$ cat src/rtl/apb_bridge_if.sv
// Core data-bus request/response and APB3 initiator signals of apb_bridge.
// The bridge takes the slave modport; the core/peripheral side takes master.
interface apb_bridge_if #(
    parameter int NUM_SLAVES = 4
);
    logic [31:0]              bus_addr;
    logic [31:0]              bus_wdata;
    logic                     bus_write;
    logic                     bus_valid;
    logic [31:0]              bus_rdata;
    logic                     bus_ready;
    logic                     bus_err;
    logic [31:0]              paddr;
    logic [31:0]              pwdata;
    logic                     pwrite;
    logic [NUM_SLAVES-1:0]    psel;
    logic                     penable;
    logic [NUM_SLAVES*32-1:0] prdata;
    logic [NUM_SLAVES-1:0]    pready;
    logic [NUM_SLAVES-1:0]    pslverr;

    modport slave (
        input  bus_addr, bus_wdata, bus_write, bus_valid, prdata, pready, pslverr,
        output bus_rdata, bus_ready, bus_err, paddr, pwdata, pwrite, psel, penable
    );

    modport master (
        output bus_addr, bus_wdata, bus_write, bus_valid, prdata, pready, pslverr,
        input  bus_rdata, bus_ready, bus_err, paddr, pwdata, pwrite, psel, penable
    );
endinterface

$ cat src/rtl/apb_bridge.sv
// Core data-bus responder driving an APB3 initiator, one transfer at a time.
// Optional ACCESS-phase timeout is built in when APB_TIMEOUT_EN is defined.
//
// state    | meaning
// ---------+---------------------------------------------------------------
// S_IDLE   | waiting for bus_valid; decodes the slave index
// S_SETUP  | psel asserted, penable low
// S_ACCESS | psel and penable asserted, waiting for pready of chosen slave
// S_DONE   | bus_ready/bus_err pulse for one cycle, bus_valid ignored
module apb_bridge #(
    parameter int NUM_SLAVES     = 4,
    parameter int SEL_LSB        = 12,
    parameter int TIMEOUT_CYCLES = 255
) (
    input  logic         clk,
    input  logic         rst_n,
    apb_bridge_if.slave  bus
);
    localparam int IDXW = (NUM_SLAVES > 1) ? $clog2(NUM_SLAVES) : 1;
    localparam int TW   = ($clog2(TIMEOUT_CYCLES + 1) > 8) ? $clog2(TIMEOUT_CYCLES + 1) : 8;

    generate
        if (NUM_SLAVES < 1 || NUM_SLAVES > 16 || TIMEOUT_CYCLES < 1 || SEL_LSB + IDXW > 31) begin : g_cfg_err
            $error("apb_bridge: unsupported parameter set");
        end
    endgenerate

    typedef enum logic [1:0] {
        S_IDLE   = 2'd0,
        S_SETUP  = 2'd1,
        S_ACCESS = 2'd2,
        S_DONE   = 2'd3
    } state_t;

    state_t                r_state;
    logic [IDXW-1:0]       r_idx;
    logic [31:0]           r_paddr;
    logic [31:0]           r_pwdata;
    logic                  r_pwrite;
    logic [NUM_SLAVES-1:0] r_psel;
    logic                  r_penable;
    logic [31:0]           r_rdata;
    logic                  r_ready;
    logic                  r_err;
`ifdef APB_TIMEOUT_EN
    logic [TW-1:0]         r_tmo_cnt;
`endif

    logic [IDXW-1:0]       w_idx;
    logic                  w_dec_err;
    logic [NUM_SLAVES-1:0] w_sel_oh;
    logic                  w_sel_ready;
    logic                  w_sel_err;
    logic [31:0]           w_sel_rdata;

    // Address bits between the index field and bit 31 must be zero.
    always_comb begin
        w_idx     = bus.bus_addr[SEL_LSB +: IDXW];
        w_dec_err = (32'(w_idx) >= NUM_SLAVES) ||
                    ((bus.bus_addr[30:0] >> (SEL_LSB + IDXW)) != 31'd0);
        w_sel_oh  = '0;
        for (int i = 0; i < NUM_SLAVES; i++) begin
            w_sel_oh[i] = (w_idx == IDXW'(i));
        end
    end

    // Response mux uses the latched index, so unselected slaves never leak in.
    always_comb begin
        w_sel_ready = 1'b0;
        w_sel_err   = 1'b0;
        w_sel_rdata = 32'd0;
        for (int i = 0; i < NUM_SLAVES; i++) begin
            if (r_idx == IDXW'(i)) begin
                w_sel_ready = bus.pready[i];
                w_sel_err   = bus.pslverr[i];
                w_sel_rdata = bus.prdata[i*32 +: 32];
            end
        end
    end

    always_ff @(posedge clk) begin
        if (!rst_n) begin
            r_state   <= S_IDLE;
            r_idx     <= '0;
            r_paddr   <= 32'd0;
            r_pwdata  <= 32'd0;
            r_pwrite  <= 1'b0;
            r_psel    <= '0;
            r_penable <= 1'b0;
            r_rdata   <= 32'd0;
            r_ready   <= 1'b0;
            r_err     <= 1'b0;
`ifdef APB_TIMEOUT_EN
            r_tmo_cnt <= '0;
`endif
        end else begin
            case (r_state)
                S_IDLE: begin
                    if (bus.bus_valid) begin
                        if (w_dec_err) begin
                            r_ready <= 1'b1;
                            r_err   <= 1'b1;
                            r_rdata <= 32'd0;
                            r_state <= S_DONE;
                        end else begin
                            r_paddr  <= bus.bus_addr;
                            r_pwdata <= bus.bus_wdata;
                            r_pwrite <= bus.bus_write;
                            r_idx    <= w_idx;
                            r_psel   <= w_sel_oh;
                            r_state  <= S_SETUP;
                        end
                    end
                end
                S_SETUP: begin
                    r_penable <= 1'b1;
`ifdef APB_TIMEOUT_EN
                    r_tmo_cnt <= TW'(TIMEOUT_CYCLES - 1);
`endif
                    r_state   <= S_ACCESS;
                end
                S_ACCESS: begin
                    if (w_sel_ready) begin
                        r_psel    <= '0;
                        r_penable <= 1'b0;
                        r_ready   <= 1'b1;
                        r_err     <= w_sel_err;
                        if (!r_pwrite) begin
                            r_rdata <= w_sel_err ? 32'd0 : w_sel_rdata;
                        end
                        r_state   <= S_DONE;
                    end
`ifdef APB_TIMEOUT_EN
                    // Down-counter hits zero on the TIMEOUT_CYCLES-th unready cycle.
                    else if (r_tmo_cnt == '0) begin
                        r_psel    <= '0;
                        r_penable <= 1'b0;
                        r_ready   <= 1'b1;
                        r_err     <= 1'b1;
                        if (!r_pwrite) begin
                            r_rdata <= 32'hDEAD_BEEF;
                        end
                        r_state   <= S_DONE;
                    end else begin
                        r_tmo_cnt <= r_tmo_cnt - 1'b1;
                    end
`endif
                end
                S_DONE: begin
                    r_ready <= 1'b0;
                    r_err   <= 1'b0;
                    r_state <= S_IDLE;
                end
                default: r_state <= S_IDLE;
            endcase
        end
    end

    assign bus.paddr     = r_paddr;
    assign bus.pwdata    = r_pwdata;
    assign bus.pwrite    = r_pwrite;
    assign bus.psel      = r_psel;
    assign bus.penable   = r_penable;
    assign bus.bus_rdata = r_rdata;
    assign bus.bus_ready = r_ready;
    assign bus.bus_err   = r_err;
endmodule
$ cat src/flat_wrapper.sv
// flat-port wrapper written by rule: the top's interface ports become plain ports
module apb_bridge_flat 
#(
    parameter int NUM_SLAVES     = 4,
    parameter int SEL_LSB        = 12,
    parameter int TIMEOUT_CYCLES = 255
)
  (clk, rst_n, bus_bus_addr, bus_bus_wdata, bus_bus_write, bus_bus_valid, bus_prdata, bus_pready, bus_pslverr, bus_bus_rdata, bus_bus_ready, bus_bus_err, bus_paddr, bus_pwdata, bus_pwrite, bus_psel, bus_penable);
  apb_bridge_if #(.NUM_SLAVES(NUM_SLAVES)) bus_i ();
  input  logic clk;
  input  logic rst_n;
  input wire logic [$bits(bus_i.bus_addr)-1:0] bus_bus_addr;
  input wire logic [$bits(bus_i.bus_wdata)-1:0] bus_bus_wdata;
  input wire logic [$bits(bus_i.bus_write)-1:0] bus_bus_write;
  input wire logic [$bits(bus_i.bus_valid)-1:0] bus_bus_valid;
  input wire logic [$bits(bus_i.prdata)-1:0] bus_prdata;
  input wire logic [$bits(bus_i.pready)-1:0] bus_pready;
  input wire logic [$bits(bus_i.pslverr)-1:0] bus_pslverr;
  output wire logic [$bits(bus_i.bus_rdata)-1:0] bus_bus_rdata;
  output wire logic [$bits(bus_i.bus_ready)-1:0] bus_bus_ready;
  output wire logic [$bits(bus_i.bus_err)-1:0] bus_bus_err;
  output wire logic [$bits(bus_i.paddr)-1:0] bus_paddr;
  output wire logic [$bits(bus_i.pwdata)-1:0] bus_pwdata;
  output wire logic [$bits(bus_i.pwrite)-1:0] bus_pwrite;
  output wire logic [$bits(bus_i.psel)-1:0] bus_psel;
  output wire logic [$bits(bus_i.penable)-1:0] bus_penable;
  assign bus_i.bus_addr = bus_bus_addr;
  assign bus_i.bus_wdata = bus_bus_wdata;
  assign bus_i.bus_write = bus_bus_write;
  assign bus_i.bus_valid = bus_bus_valid;
  assign bus_i.prdata = bus_prdata;
  assign bus_i.pready = bus_pready;
  assign bus_i.pslverr = bus_pslverr;
  assign bus_bus_rdata = bus_i.bus_rdata;
  assign bus_bus_ready = bus_i.bus_ready;
  assign bus_bus_err = bus_i.bus_err;
  assign bus_paddr = bus_i.paddr;
  assign bus_pwdata = bus_i.pwdata;
  assign bus_pwrite = bus_i.pwrite;
  assign bus_psel = bus_i.psel;
  assign bus_penable = bus_i.penable;
  apb_bridge #(.NUM_SLAVES(NUM_SLAVES), .SEL_LSB(SEL_LSB), .TIMEOUT_CYCLES(TIMEOUT_CYCLES)) u_core (.clk(clk), .rst_n(rst_n), .bus(bus_i));
endmodule
$ cat config.mk
export PLATFORM = sky130hd
export DESIGN_NAME = apb_bridge_flat
export DESIGN_NICKNAME = d
export VERILOG_FILES = /design/src/rtl/apb_bridge_if.sv /design/src/rtl/apb_bridge.sv /design/src/flat_wrapper.sv
export SDC_FILE = /design/constraint.sdc
export NUM_CORES = 1
export LEC_CHECK = 0
export ABC_AREA = 1
export CELL_PAD_IN_SITES_DETAIL_PLACEMENT = 0
export CELL_PAD_IN_SITES_GLOBAL_PLACEMENT = 2
export CORE_MARGIN = 1.5
export CORE_UTILIZATION = 18
export CTS_CLUSTER_SIZE = 40
export DETAILED_ROUTE_END_ITERATION = 16
export PLACE_DENSITY_LB_ADDON = 0.3
export SYNTH_ARGS = -nofsm -noshare
export SYNTH_HDL_FRONTEND = slang
export SYNTH_SLANG_ARGS = --single-unit
$ cat constraint.sdc
create_clock -name clk -period 2.05 [get_ports clk]
set_input_delay 0.5125 -clock clk [delete_from_list [all_inputs] [get_ports clk]]
set_output_delay 0.5125 -clock clk [all_outputs]
set_load 0.02 [all_outputs]
# Word-level counts from Yosys, hierarchy flattened

Cells that the tools add are included.

Add/sub/neg operators: 0
Muxes and demuxes: 34
Reductions and logical operators: 13
Equality and inequality tests: 14
Divide/modulo/power cells: 0
Shifts and indexed selects: 0
Bitwise gates (word level): 1
Multipliers: 0
$lt $le $gt $ge: 0

Operators with widths:

| kind                 | number |
|---|---|
| $mux W32             | 9 |
| $pmux W32 S2         | 1 |
| $reduce_bool A31 Y1  | 1 |
| $mux W1              | 13 |
| $eq A2 B2 Y1 const B | 6 |
| $mux W4              | 3 |
| $pmux W2 S4          | 1 |
| $pmux W4 S2          | 1 |
| $reduce_and A4 Y1    | 2 |
| $eq A2 B1 Y1 const B | 3 |
| $logic_not A2 Y1     | 3 |
| $mux W2              | 3 |
| $ne A2 B2 Y1 const B | 3 |
| $pmux W1 S3          | 2 |
| $reduce_and A5 Y1    | 1 |
| $ne A2 B1 Y1 const B | 2 |
| $reduce_and A2 Y1    | 2 |
| $reduce_bool A2 Y1   | 2 |
| $reduce_and A3 Y1    | 1 |
| $reduce_bool A3 Y1   | 1 |
| $pmux W1 S2          | 1 |
| $not A1 Y1           | 1 |

Memories: 0
Logic and storage cells: 72
Latch bits: 0
Bits in read-only memories: 0
Flip-flop bits (word level): 108
Input bits: 204
Bits in writable memories: 0

# Longest topological paths before layout

Gate-level depths: netlist (run 1).

Depth in word-level cells: 9
Gate-level depth with buffers: 12
Depth with buffers taken out: 11

# Worst setup path before layout (run 1)

No wires, ideal clock.

Path kind: register to register
From: register u_core.bus.paddr[12] (netlist name)
To: register u_core.r_rdata[14], in the netlist u_core.bus.bus_rdata[14]
Required time: 1.937 ns
Arrival time: 1.591 ns
Path slack: 0.346 ns
Cell stages (with the launch flop): 13
Cells stage by stage: dfxtp_1 -> buf_4 -> nand2_1 -> inv_2 -> nand2_1 -> nand2_1 -> nor2_4 -> nor2_8 -> nand3_2 -> buf_6 -> buf_6 -> nor2_1 -> nor2_1

RTL lines:

| what                   | line              | RTL |
|---|---|---|
| end signal: assignment | apb_bridge.sv:129 | `r_rdata <= w_sel_err ? 32'd0 : w_sel_rdata;` |
| end: declaration       | apb_bridge.sv:42  | `logic [31:0] r_rdata;` |

# Worst setup path after layout (run 1)

From: register u_core.r_pwrite, in the netlist u_core.bus.pwrite
To: output port bus_pwrite

RTL lines:

| what                     | line               | RTL |
|---|---|---|
| start: declaration       | apb_bridge.sv:39   | `logic r_pwrite;` |
| start signal: assignment | apb_bridge.sv:108  | `r_pwrite <= bus.bus_write;` |
| end: declaration         | flat_wrapper.sv:24 | `output wire logic [$bits(bus_i.pwrite)-1:0] bus_pwrite;` |

No word-level cell between the ends.

==> results of run 1 <==
## what timing repair did
item / CTS / global route
endpoints found under the setup margin: 1 / 1
hold endpoints to repair: 0 / 0
gates resized for setup: 1 / 1
hold buffers: 0 / 0
setup buffers: 0 / 0
## metrics by stage
stage,instances,instance area [µm²],power [µW],util
after floorplan,824,5250,4280,-
after global placement,1498,8880,5590,0.309
after detailed placement,1498,8880,5610,0.309
after CTS,1513,9150,7380,0.319
after global routing,1514,9160,7840,0.319
final,1515,9160,7220,0.319
## registers in the layout, indices dropped and copies added, names as in the netlist
| signal | flops |
|---|---|
| u_core.bus.psel | 4 |
| u_core.bus.bus_rdata | 32 |
| u_core.bus.pwrite | 1 |
| u_core.bus.pwdata | 32 |
| u_core.bus.penable | 1 |
| u_core.r_state | 2 |
| u_core.bus.bus_err | 1 |
| u_core.bus.paddr | 32 |
| u_core.bus.bus_ready | 1 |
## cell type report
class	instances	area, µm²
fill	3157	19500
clock buffer	9	225
sequential	106	2120
multi-input combinational	589	2580
clock inverter	6	50.0
inverter	82	308
tap	384	480
timing repair buffer	337	3380
antenna	2	5.00
## report_power, final
part           switching, µW  internal, µW  leakage [µW]
Sequential               128          2310      0.000862
Clock                    878           836      0.000134
Combinational           1660          1410       0.00308
## layout by cell type, fill, tap and decap left out, types with 3 or more instances in the layout
| cell | netlist | layout |
|---|---|---|
| a21oi_1 | 10 | 10 |
| and3_1 | 16 | 16 |
| buf_12 | 0 | 7 |
| buf_4 | 2 | 24 |
| clkbuf_16 | 0 | 9 |
| clkdlybuf4s50_1 | 0 | 304 |
| dfxtp_1 | 106 | 106 |
| ha_1 | 5 | 5 |
| inv_1 | 79 | 79 |
| inv_2 | 3 | 3 |
| nand2_1 | 176 | 176 |
| nand3_1 | 33 | 33 |
| nand3_2 | 3 | 3 |
| nand4_1 | 5 | 5 |
| nor2_1 | 220 | 220 |
| nor2_2 | 3 | 3 |
| nor2_4 | 3 | 3 |
| o21ai_0 | 104 | 104 |
| o21ai_1 | 3 | 3 |
| or2_2 | 5 | 5 |
## per-layer routing
layer,routed length (µm),track usage
met2,9310,0.229
met5,0,0
met4,300,0.0345
met3,2010,0.0537
met1,9920,0.182
## final timing paths
check                                           from                       end
worst max-delay path               u_core.bus.pwrite                bus_pwrite
worst min-delay path            u_core.bus.paddr[30]      u_core.bus.paddr[30]
worst max register to register  u_core.bus.paddr[12]  u_core.bus.bus_rdata[31]
worst min register to register  u_core.bus.paddr[30]      u_core.bus.paddr[30]
## cells by family after synthesis
group | share of synthesized area
AOI/OAI and AO/OA | 0.113
DFF | 0.404
adders and majority gates | 0.0119
and+or+nand+nor | 0.368
buffers and inverters | 0.103
==> metrics.csv, run 1 <==
stage,metric,value,unit
timing,max-slew violations,0,
clock_tree,CTS buffer count,9,
place,DP Wirelength,16.3,mm
floorplanning,Die Y,174,µm
timing,Worst Slack Setup Final,0.138,ns
synth,syn avg cell area,6.37,µm²
timing,setup TNS,0,ns
worst_setup_path,critical path class,register to output port,
timing,Hold WS,0.461,ns
routing,drt drc,0,
timing,Finish-stage setup viols,0,
global_route,first-pass GRT wire length,34.0,mm
floorplanning,Initial Util,0.183,
routing,WL/cell,14.2,µm
worst_setup_path,FF-to-FF setup slack,0.21,ns
synth,Ys Warns,0,
power,worst vdd ir,0.384,mV
synth,top cell type's share of synthesized area,0.404,
outcome,status,completed,
synth,post-synth top area cell,dfxtp_1,
timing,FMAX,523,MHz
timing,actual slew at the worst max-slew pin,0.495,ns
global_route,vias in the first global route,5890,
synth,Yosys cell types,24,
global_route,remaining global-route overflow,0,
routing,via-per-instance ratio,3.91,
timing,period utilization,0.933,
worst_setup_path,Crit path largest cell delay,0.66,ns
clock_tree,Max clock buf depth,2,
timing,RSZ-0062 raised after global routing,no,
worst_setup_path,Critical Path Fanout Max,3,
hold_path,Min-Delay Path Class,register to register,
synth,syn_nets,1033,
synth,Mapped Area,5250,µm²
routing,DR iter-0 viols,197,
hold_path,hold path cells,2,
synth,"Top FF cell, synth",dfxtp_1,
synth,gate count after technology mapping,824,
place,I/O Buffers,307,
timing,clock skew,0.0122,ns
finish,Area Overhead vs Synth,74.6,%
routing,1st-pass router iterations,4,
synth,most common cell in the netlist,nor2_1,
worst_setup_path,critical path arrival,1.40,ns
timing,post-layout minimum cycle time,1.91,ns
power,PwrDens,789,nW/µm²
floorplanning,Die ar.,30200,µm²
clock_tree,htree depth,3,
synth,"EDFF count, synth",0,
clock_tree,worst skew pair latency,0.36,ns
worst_setup_path,CP Launch Type,register,
clock_tree,clock sink count,106,
synth,"top cells by area, synth","dfxtp_1 (40%), nor2_1 (16%), nand2_1 (13%), o21ai_0 (9.9%), inv_1 (5.7%)",
clock_tree,clock tree from TritonCTS,built,
routing,Vias,5918,
flow_run,max_cap viols,0,
global_route,largest net degree at the start of global routing,68,
place,GPL Wtd Cong,0.791,
worst_setup_path,Levels on crit path,1,
worst_setup_path,Crit path max-delay family,buffers and inverters,
routing,post-detailed-route count of antenna-violating nets,0,
routing,Post-Route WL,21.5,mm
floorplanning,Rows,62,
clock_tree,Clock transition at path regs,0.08,ns
floorplanning,io pins,308,
worst_setup_path,worst endpoint required time,1.54,ns
synth,ys async rst share,0,
timing,Final Hold Viols,0,
floorplanning,die width,174,µm
worst_setup_path,Reg2Reg Depth,9,
finish,NumNets Final,1334,
synth,sequential area share after synthesis,0.404,
worst_setup_path,Buf/Inv on CP,1,
global_route,all-layer global routing usage,0.143,
synth,synth cell count leaders,"nor2_1 (220), nand2_1 (176), dfxtp_1 (106)",
worst_setup_path,critical path capture point type,output port,
worst_setup_path,Slowest cell on crit path,clkdlybuf4s50_1,
finish,layout cells sized above 1,0.0576,
place,pre-CTS setup slack,-0.128,ns
timing,Slew Limit Headroom,0.670,
global_route,initial antenna violation count,2,
worst_setup_path,worst-path cell chain,clkdlybuf4s50_1,
power,Leak Pwr,0.00408,µW
clock_tree,CTS root buf,clkbuf_16,
floorplanning,Core Box Area,28700,µm²
synth,#FFs+latches synth,106,
Note: power is estimated with default switching activity, not from simulation.
==> inputs of run 2 (changes only) <==
- clock period: 2.05 -> 2.1 ns (I/O delays scaled with it)
==> run 2 against run 1 <==
Against the previous run: wire length decreased by 0.78%; hold slack got worse by 0.0014 ns; cell count decreased by 0.26%; clock power about the same; global-route usage decreased by 0.21 points; non-clock buffer count decreased by 3; sequential power decreased by 2%.
==> metrics.csv, run 2 (synthesis results as in run 1) <==
stage,metric,value,unit
outcome,status,completed,
timing,Finish-stage setup viols,0,
routing,post-detailed-route count of antenna-violating nets,0,
flow_run,max_cap viols,0,
worst_setup_path,Reg2Reg Depth,10,
finish,most frequent cells in the layout,"clkdlybuf4s50_1 (305), nor2_1 (220), nand2_1 (176), dfxtp_1 (106), o21ai_0 (104)",
floorplanning,Die Y,174,µm
routing,DR iter-0 viols,236,
timing,Worst Slack Setup Final,0.0672,ns
global_route,remaining global-route overflow,0,
worst_setup_path,worst endpoint required time,1.57,ns
worst_setup_path,worst-path cell chain,"buf_4, clkdlybuf4s50_1",
place,Inst Count DP,1495,
worst_setup_path,critical path capture point type,output port,
place,GPL Wtd Cong,0.804,
place,DP Wirelength,16.1,mm
timing,actual slew at the worst max-slew pin,0.477,ns
global_route,all-layer global routing usage,0.141,
global_route,first-pass GRT wire length,33.6,mm
worst_setup_path,Critical Path Fanout Max,5,
routing,Vias,5941,
floorplanning,Core Box Area,28700,µm²
worst_setup_path,FF-to-FF setup slack,0.29,ns
timing,Hold WS,0.460,ns
floorplanning,Die ar.,30200,µm²
worst_setup_path,critical path arrival,1.51,ns
power,Internal,4430,µW
power,power share of the combinational group,0.421,
clock_tree,CTS buffer count,9,
worst_setup_path,Crit path largest cell delay,0.63,ns
finish,final core utilization,0.318,
place,I/O Buffers,307,
clock_tree,Clock transition at path regs,0.08,ns
clock_tree,CTS root buf,clkbuf_16,
worst_setup_path,crit path to,bus_paddr[13],
power,Sequential Power Share,0.340,
timing,clock skew,0.0100,ns
clock_tree,clock tree from TritonCTS,built,
timing,max-slew violations,0,
global_route,largest net degree at the start of global routing,68,
worst_setup_path,critical path class,register to output port,
worst_setup_path,worst setup path startpoint,u_core.bus.paddr[13],
global_route,vias in the first global route,6040,
timing,setup TNS,0,ns
routing,drt drc,0,
routing,via-per-instance ratio,3.93,
floorplanning,io pins,308,
power,PwrDens,768,nW/µm²
timing,post-layout minimum cycle time,2.03,ns
timing,period utilization,0.968,
finish,"commonest non-fill, non-tap cell in the layout",clkdlybuf4s50_1,
worst_setup_path,Slowest cell on crit path,clkdlybuf4s50_1,
power,Leak Pwr,0.00404,µW
power,worst vdd ir,0.505,mV
power,Clock Power Share,0.239,
power,Psw,2580,µW
floorplanning,Rows,62,
timing,Slew Limit Headroom,0.682,
worst_setup_path,CP Launch Type,register,
clock_tree,post-cts hold buffer count,0,
floorplanning,Initial Util,0.183,
routing,1st-pass router iterations,4,
clock_tree,postcts setup bufs,0,
floorplanning,die width,174,µm
worst_setup_path,Worst R2R End,u_core.bus.bus_rdata[24],
timing,FMAX,492,MHz
routing,Post-Route WL,21.4,mm
finish,fin cells,1511,
power,Sw Share,0.368,
finish,NumNets Final,1331,
clock_tree,Max clock buf depth,2,
finish,layout cells sized above 1,0.0551,
worst_setup_path,Critical R2R Launch,u_core.bus.paddr[12],
timing,RSZ-0062 raised after global routing,no,
finish,Area Overhead vs Synth,73.8,%
clock_tree,worst skew pair latency,0.35,ns
clock_tree,htree depth,3,
routing,WL/cell,14.1,µm
place,pre-CTS setup slack,-0.105,ns
hold_path,Min-Delay Path Class,register to register,
timing,Final Hold Viols,0,
clock_tree,clock sink count,106,
global_route,initial antenna violation count,1,
[run 2: changes by cell type in the layout (fill, tap and decap cells not counted), sizes merged]
cell and change:
buf -3, diode -1, clkdlybuf4s50 +1, dlymetal6s2s -1
[run 2: worst max-delay path, delay by kind of cell, from the launching register on]
kind     cells  cell delay [ns]
flops        1             0.36
buf+inv      2             0.81
[run 2: how the worst min path moves through the flow]
stage | cells after the start | endpoint | slack, ns | startpoint
CTS | 2 | u_core.bus.paddr[30] | 0.46 | u_core.bus.paddr[30]
finish | 2 | u_core.bus.paddr[30] | 0.46 | u_core.bus.paddr[30]
global placement | 2 | u_core.bus.paddr[30] | 0.44 | u_core.bus.paddr[30]
detailed placement | 2 | u_core.bus.paddr[30] | 0.45 | u_core.bus.paddr[30]
floorplan | 2 | u_core.bus.paddr[30] | 0.53 | u_core.bus.paddr[30]
global route | 2 | u_core.bus.paddr[30] | 0.50 | u_core.bus.paddr[30]
[run 2: stage by stage]
step                power [µW]  area [µm²]
detailed placement        5440        8840
global route              7600        9120
finish                    7010        9120
floorplan                 4170        5250
global placement          5430        8840
CTS                       7180        9120
[run 2: metal layers]
layer / up-vias / wire length (µm) / global-route usage
li1: 3144 / - / -
met1: 2557 / 9830 / 0.178
met2: 232 / 9500 / 0.234
met3: 8 / 1940 / 0.0504
met4: 0 / 110 / 0.0248
met5: - / 0 / 0
[run 2: power groups by stage]
stage          clock, µW  combinational (µW)  sequential, µW
6_report            1680                2950            2380
5_1_grt             1830                3350            2410
4_1_cts             1780                3020            2390
3_5_place_dp           0                3010            2430
3_3_place_gp           0                3000            2430
2_1_floorplan          0                1500            2680
[run 2: cell type report]
class | instances | area, µm²
Inverter | 82 | 308
Sequential cell | 106 | 2120
Multi-Input combinational cell | 589 | 2580
Fill cell | 3129 | 19600
Timing Repair Buffer | 334 | 3350
Tap cell | 384 | 480
Clock inverter | 6 | 50.0
Antenna cell | 1 | 2.50
Clock buffer | 9 | 225
[run 2: repair_timing]
item	CTS	global route
endpoints found under the hold margin	0	0
setup endpoints to repair	1	0
gates resized for setup	1	0
==> inputs of run 3 (changes only) <==
- CORE_UTILIZATION: 18 -> 20
- GPL_ROUTABILITY_DRIVEN: not set -> 0
- TNS_END_PERCENT: not set -> 20
- clock period: 2.1 -> 2.35 ns (I/O delays scaled with it)
==> run 3 against run 2 <==
Against the previous run: critical path depth shrank 1; count of clock-buffer cells in the layout unchanged; worst setup slack improved by 0.079 ns; clock power shrank 8%; first-iteration DRC count down 11%; final area decreased by 1.1%; sequential share of layout area grew 0.25 points; wire length shrank 4.3%.
==> metrics.csv, run 3 (synthesis results as in run 1) <==
stage,metric,value,unit
outcome,status,completed,
finish,Area Overhead vs Synth,72.0,%
floorplanning,Die ar.,27200,µm²
floorplanning,Initial Util,0.202,
timing,Finish-stage setup viols,0,
power,PwrDens,697,nW/µm²
worst_setup_path,Levels on crit path,1,
floorplanning,Rows,59,
worst_setup_path,Crit path largest cell delay,0.73,ns
worst_setup_path,critical path capture point type,output port,
clock_tree,htree depth,3,
global_route,first-pass GRT wire length,31.6,mm
worst_setup_path,Critical R2R Launch,u_core.r_state[0],
timing,setup TNS,0,ns
clock_tree,clock tree from TritonCTS,built,
place,pre-CTS setup slack,0.00576,ns
timing,Worst Slack Setup Final,0.146,ns
worst_setup_path,critical path arrival,1.62,ns
worst_setup_path,Crit path max-delay family,buffers and inverters,
worst_setup_path,CP Launch Type,register,
timing,RSZ-0062 raised after global routing,no,
routing,via-per-instance ratio,4.04,
global_route,vias in the first global route,5733,
clock_tree,CTS root buf,clkbuf_16,
finish,"commonest non-fill, non-tap cell in the layout",clkdlybuf4s50_1,
floorplanning,die width,165,µm
timing,clock skew,0.0142,ns
global_route,initial antenna violation count,2,
floorplanning,io pins,308,
worst_setup_path,Critical Path Fanout Max,7,
clock_tree,postcts setup bufs,0,
worst_setup_path,FF-to-FF setup slack,0.38,ns
timing,actual slew at the worst max-slew pin,0.457,ns
timing,Slew Limit Headroom,0.695,
floorplanning,Core Box Area,25900,µm²
worst_setup_path,critical path class,register to output port,
worst_setup_path,Worst R2R End,u_core.bus.bus_rdata[30],
clock_tree,clock sink count,106,
worst_setup_path,Reg2Reg Depth,9,
clock_tree,Clock transition at path regs,0.08,ns
timing,period utilization,0.938,
finish,final core utilization,0.348,
timing,FMAX,454,MHz
routing,1st-pass router iterations,4,
finish,most frequent cells in the layout,"clkdlybuf4s50_1 (306), nor2_1 (220), nand2_1 (176), dfxtp_1 (106), o21ai_0 (104)",
routing,Post-Route WL,20.5,mm
routing,drt drc,0,
routing,post-detailed-route count of antenna-violating nets,0,
finish,ANT cells,0,
clock_tree,worst skew pair latency,0.36,ns
finish,NumNets Final,1326,
timing,Final Hold Viols,0,
routing,Vias,5882,
global_route,largest net degree at the start of global routing,68,
power,Leak Pwr,0.00401,µW
global_route,all-layer global routing usage,0.150,
routing,WL/cell,14.0,µm
flow_run,max_cap viols,0,
timing,post-layout minimum cycle time,2.20,ns
finish,layout cells sized above 1,0.0517,
global_route,remaining global-route overflow,0,
worst_setup_path,worst-path cell chain,clkdlybuf4s50_1,
power,worst vdd ir,0.334,mV
timing,max-slew violations,0,
worst_setup_path,Slowest cell on crit path,clkdlybuf4s50_1,
hold_path,Min-Delay Path Class,register to register,
worst_setup_path,worst endpoint required time,1.76,ns
floorplanning,Die Y,165,µm
place,I/O Buffers,307,
clock_tree,Max clock buf depth,2,
routing,DR iter-0 viols,210,
worst_setup_path,Buf/Inv on CP,1,
finish,fillers,2833,
worst_setup_path,worst setup path startpoint,u_core.bus.paddr[13],
clock_tree,post-CTS sizing,0,
worst_setup_path,crit path to,bus_paddr[13],
clock_tree,CTS buffer count,9,
clock_tree,post-cts hold buffer count,0,
place,DP Wirelength,15.3,mm
==> run 3: stage by stage <==
step / hold WS (ns) / cell area, µm² / instances / total power (µW)
global route: 0.481 / 9020 / 1457 / 6830
detailed placement: 0.450 / 8730 / 1441 / 4840
finish: 0.459 / 9020 / 1457 / 6290
CTS: 0.463 / 9020 / 1457 / 6440
floorplan: 0.534 / 5250 / 824 / 3730
global placement: 0.443 / 8730 / 1441 / 4820
==> run 3: worst min path at each step <==
| stage | startpoint | to | slack, ns | cells after the start |
|---|---|---|---|---|
| finish | u_core.bus.paddr[30] | u_core.bus.paddr[30] | 0.46 | 2 |
| CTS | u_core.bus.paddr[30] | u_core.bus.paddr[30] | 0.46 | 2 |
| detailed placement | u_core.bus.paddr[30] | u_core.bus.paddr[30] | 0.45 | 2 |
| global placement | u_core.bus.paddr[30] | u_core.bus.paddr[30] | 0.44 | 2 |
| global route | u_core.bus.paddr[30] | u_core.bus.paddr[30] | 0.48 | 2 |
| floorplan | u_core.bus.paddr[30] | u_core.bus.paddr[30] | 0.53 | 2 |
==> run 3: cell type report <==
type	instances	area, µm²	share of cell area
well taps	335	419	0.0465
clock buffers	9	225	0.0250
multi-input cells	589	2580	0.286
repair buffers	329	3300	0.365
inverters	82	308	0.0341
clock inverters	7	68.8	0.00763
flip-flops and latches	106	2120	0.235
==> run 3: power by group <==
part	switching, µW	total, µW	internal, µW	leakage [µW]
Clock	793	1550	755	0.000143
Combinational	1430	2620	1190	0.00301
Sequential	111	2130	2020	0.000862
Total	2340	6290	3960	0.00401
==> run 3: metal layers <==
layer,GRT usage,wire length [µm]
met3,0.0585,2210
met2,0.246,8900
met5,0,28
met1,0.186,9160
met4,0.0278,165
